--- src/rtl/note_frame_serializer.sv ---
// Framed serial transmitter for the note-activity vector: one bit slot every
// CLKS_PER_BIT clocks, optional even-parity slot, sync high in the last slot.
module note_frame_serializer #(
  parameter int NUM_NOTES    = 48,
  parameter int CLKS_PER_BIT = 8192,
  parameter int FRAME_SLOTS  = 64,
  parameter int PARITY_EN    = 1
) (
  input  logic                 clk,
  input  logic                 rst_n,
  input  logic                 enable,
  input  logic [NUM_NOTES-1:0] active,
  output logic                 note_serial_sync,
  output logic                 note_serial_data,
  output logic                 frame_start,
  output logic                 frame_done,
  output logic                 busy
);

  localparam int DIV_W  = $clog2(CLKS_PER_BIT);
  localparam int SLOT_W = $clog2(FRAME_SLOTS + 1);

  localparam logic [DIV_W-1:0]  DIV_LAST  = DIV_W'(CLKS_PER_BIT - 1);
  localparam logic [SLOT_W-1:0] DATA_END  = SLOT_W'(NUM_NOTES);
  localparam logic [SLOT_W-1:0] SLOT_LAST = SLOT_W'(FRAME_SLOTS - 1);
  localparam logic [SLOT_W-1:0] SLOT_END  = SLOT_W'(FRAME_SLOTS);

  typedef enum logic {IDLE, SEND} state_t;

  state_t               state;
  logic [DIV_W-1:0]     div_cnt;
  logic [SLOT_W-1:0]    slot;
  logic [NUM_NOTES-1:0] shadow;
  logic [NUM_NOTES-1:0] shadow_shift;
  logic                 send_bit;
  logic                 tick;

  assign tick = (div_cnt == '0);

  // Bit for the slot about to begin; slots past data and parity carry 0.
  always_comb begin
    shadow_shift = shadow >> slot;
    send_bit     = 1'b0;
    if (slot < DATA_END) begin
      send_bit = shadow_shift[0];
    end else if ((PARITY_EN != 0) && (slot == DATA_END)) begin
      send_bit = ^shadow;
    end
  end

  always_ff @(posedge clk or negedge rst_n) begin
    if (!rst_n) begin
      state            <= IDLE;
      div_cnt          <= '0;
      slot             <= '0;
      shadow           <= '0;
      note_serial_sync <= 1'b0;
      note_serial_data <= 1'b0;
      frame_start      <= 1'b0;
      frame_done       <= 1'b0;
      busy             <= 1'b0;
    end else begin
      frame_start <= 1'b0;
      frame_done  <= 1'b0;
      div_cnt     <= (div_cnt == DIV_LAST) ? '0 : div_cnt + 1'b1;
      if (tick) begin
        // Idle ticks and the tick after the last slot are frame-start decisions.
        if ((state == IDLE) || (slot == SLOT_END)) begin
          if (enable) begin
            state            <= SEND;
            shadow           <= active;
            note_serial_data <= active[0];
            note_serial_sync <= 1'b0;
            slot             <= SLOT_W'(1);
            busy             <= 1'b1;
            frame_start      <= 1'b1;
          end else begin
            state            <= IDLE;
            note_serial_data <= 1'b0;
            note_serial_sync <= 1'b0;
            slot             <= '0;
            busy             <= 1'b0;
          end
        end else begin
          note_serial_data <= send_bit;
          note_serial_sync <= (slot == SLOT_LAST);
          frame_done       <= (slot == SLOT_LAST);
          slot             <= slot + 1'b1;
        end
      end
    end
  end

endmodule

--- config.mk ---
export PLATFORM = sky130hd
export DESIGN_NAME = note_frame_serializer
export DESIGN_NICKNAME = d
export VERILOG_FILES = /design/src/rtl/note_frame_serializer.sv
export SDC_FILE = /design/constraint.sdc
export NUM_CORES = 1
export LEC_CHECK = 0
export BUFFER_PORTS_ARGS = -buffer_cell sky130_fd_sc_hd__buf_4
export CAP_MARGIN = 20
export CORE_MARGIN = 2
export CORE_UTILIZATION = 57
export DETAILED_ROUTE_END_ITERATION = 6
export HOLD_SLACK_MARGIN = 0.02
export PLACE_DENSITY = 0.8
export SYNTH_ARGS = -nofsm -noshare
export SYNTH_HDL_FRONTEND = slang
export SYNTH_SLANG_ARGS = --single-unit
--- constraint.sdc ---
create_clock -name clk -period 3.4 [get_ports clk]
set_clock_uncertainty 0.2 [all_clocks]
set_input_delay 0.34 -clock clk [delete_from_list [all_inputs] [get_ports clk]]
set_output_delay 0.34 -clock clk [all_outputs]
set_load 0.03 [all_outputs]
==> out/results.txt <==
first-pass GRT wire length - 13.2 mm
Core Box Area - 6420 um^2
via count - 2,630
Finish-stage setup viols - 0
worst-margin pin slew - 0.902 ns
WL/cell - 17.0 um
fillers - 415
max incr delay on CP - 0.60 ns
Final Hold Viols - 0
Min-Delay Startpoint - active[31]
# IOs - 56
CP Capture Type - flip-flop
H-Tree Depth - 3
Syn Area/Cell - 12.8 um^2
FFs w/ async S/R, synth - 1.00
sequential cell area fraction in the yosys report - 0.479
Finished Layout Cells - 466
# rows - 29
most common flop cell mapped by yosys - dfrtp_1
TritonCTS clock tree - done
CP Data Required Time - 3.44 ns
largest net degree at the start of global routing - 74
residual DRC count - 1
Yosys top cell area share - 0.479
Post-synth EDFFs - 0
maxcap violations - 0
DRT iter0 DRCs - 172
die area - 7370 um^2
hold depth - 2
Routed Antenna Nets - 0
die height - 85.8 um
Synth area leaders - dfrtp_1 48%, mux2_2 11%, xnor2_1 10%, mux4_2 6.5%, mux2_1 3.0%
count leader, synth - dfrtp_1
Tmin final - 2.97 ns
Clock Path Buffers - 2
GRT Residual Overflow - 0
R2R setup slack - 0.43 ns
cell leakage power - 2.25 nW
Pre-Repair DR Iteration Count - 6
CP startpoint kind - flip-flop
multi-input logic area - 1900 um^2
endpoint of the worst register-to-register path - shadow[20]
Total Wirelength - 7.91 mm
Peak VDD IR - 222 uV
final net count - 441
initial antenna violation count - 0
Reg area - 1830 um^2
Max Transition Viols Final - 0
crit share post-route - 0.872
RSZ-0062 raised after global routing - false
placed cell count - 421
# diodes - 0
top post-synthesis cells by count - 73 x dfrtp_1, 45 x xnor2_1, 38 x mux2_2
CTS root buffer - clkbuf_8
I/O Buffers - 55
CTS buffer count - 9
number of vias per cell - 5.64
final setup TNS - 0 ns
CP max FO - 20
Clk Latency, worst-skew pair - 0.35 ns
Tot GR Track Use - 0.237
violated checks - DRC
Util after Layout - 0.745
Post-Syn Nets - 352
Worst Hold Class - in -> reg
R2R depth - 6
CP max stage cell - or4b_4
status - complete, but fails checks
hold path endpoint - shadow[31]
Setup CP Type - reg -> reg
synthesized cell area - 3820 um^2
Area Growth Syn to Fin - 25.4%
Worst-path clk slew - 0.07 ns
cells along the critical path - or4b_4 > o21ai_4 > nand2_2 > nor2_4 > buf_4 > mux2_2
Initial Util - 0.594
pwr/cell area - 326 nW/um^2
fmax - 0.337 GHz
worst r2r src - slot[3]
Detail Placement HPWL - 5.24 mm
Yosys top cell by area - dfrtp_1
Final Wtd Congestion - 0.927
vias in the first global route - 2,745
CTS Sinks - 73
#FFs+latches synth - 73
Setup crit start - slot[3]
die width - 85.8 um
synth warn - 0
layout cells sized above 1 - 0.332
Unique masters post-synth - 44
Post-Syn Instances - 297
final hold slack - 0.0241 ns
crit path DAT - 3.00 ns
slew margin rel. - 0.399
[state kept, by name, summed over array words and instances, names as in the netlist]
signal,count
note_serial_data,1
div_cnt,13
frame_done,1
state,1
note_serial_sync,1
slot,7
shadow,48
frame_start,1
[cells by family after synthesis]
logic type               share of synthesized area
AO/OA/AOI/OAI                               0.0397
multiplexers                                 0.226
adder cells (fa/ha/maj)                     0.0131
buffers and inverters                       0.0246
XOR/XNOR                                     0.134
flip-flops                                   0.479
AND/OR/NAND/NOR                             0.0839
[cell usage in the layout, fill, tap and decap left out, drive strengths merged]
cell type / n
nor4b: 1
or4: 1
clkinv: 2
nor2: 19
nand4b: 1
nor3b: 1
nand2: 8
mux2: 48
o311ai: 1
nand3: 11
a21o: 1
mux2i: 2
ha: 4
a21oi: 3
a211o: 1
inv: 5
buf: 60
dlygate4sd3: 31
nor4: 2
nor3: 2
o311a: 1
a22o: 2
mux4: 13
dfrtp: 73
o21ai: 7
o31ai: 4
nor2b: 3
nand3b: 2
xnor2: 45
and2: 1
nand2b: 1
clkbuf: 11
a211oi: 1
or3: 1
or4b: 1
xor2: 11
clkinvlp: 1
or2: 2
xnor3: 1
and3: 4
[worst max-delay path: cells and delay by family, from the launching register on]
| kind | cells | cell delay (ns) |
|---|---|---|
| AOI/OAI and AO/OA | 1 | 0.24 |
| DFF | 1 | 0.55 |
| muxes | 1 | 0.37 |
| and+or+nand+nor | 3 | 1.13 |
| buffers and inverters | 1 | 0.36 |
[through the flow]
stage | total power [mW] | cell area (um^2) | setup slack, ns
6_report | 1.56 | 4780 | 0.435
5_1_grt | 1.61 | 4780 | 0.305
4_1_cts | 1.57 | 4770 | 0.430
3_5_place_dp | 0.947 | 4310 | 0.455
3_3_place_gp | 0.946 | 4310 | 0.518
2_1_floorplan | 0.885 | 3820 | 1.01
[where the power goes]
group	total, mW	internal [mW]	switching, mW
Sequential	0.868	0.868	0
Clock	0.600	0.294	0.306
Combinational	0.0902	0.0592	0.0310
Total	1.56	1.22	0.337
[how the worst max path moves through the flow]
stage	to	slack, ns	cells past startpoint
floorplan	shadow[10]	1.01	11
global placement	shadow[18]	0.52	6
detailed placement	shadow[20]	0.46	6
CTS	shadow[20]	0.43	6
global route	shadow[28]	0.31	6
finish	shadow[20]	0.43	6
[final cells by class]
type	count	share of cell area
multi-input cells	206	0.397
repair buffers	91	0.162
clock inverters	3	0.00366
clock buffers	11	0.0316
flip-flops and latches	73	0.382
inverters	5	0.00392
well taps	77	0.0201
[per-layer routing]
| layer | routed length, um | track usage | vias up |
|---|---|---|---|
| li1 | - | - | 1224 |
| met5 | 0 | 0 | - |
| met4 | 220 | 0.110 | 0 |
| met2 | 4000 | 0.393 | 58 |
| met1 | 3460 | 0.306 | 1332 |
| met3 | 227 | 0.0395 | 16 |
[timing repair]
action	4_1_cts	5_1_grt
gates resized for setup	0	0
buffers inserted	0	0
hold endpoints to repair	102	1
hold buffers	30	1
Power figures use the tool's default switching activity.
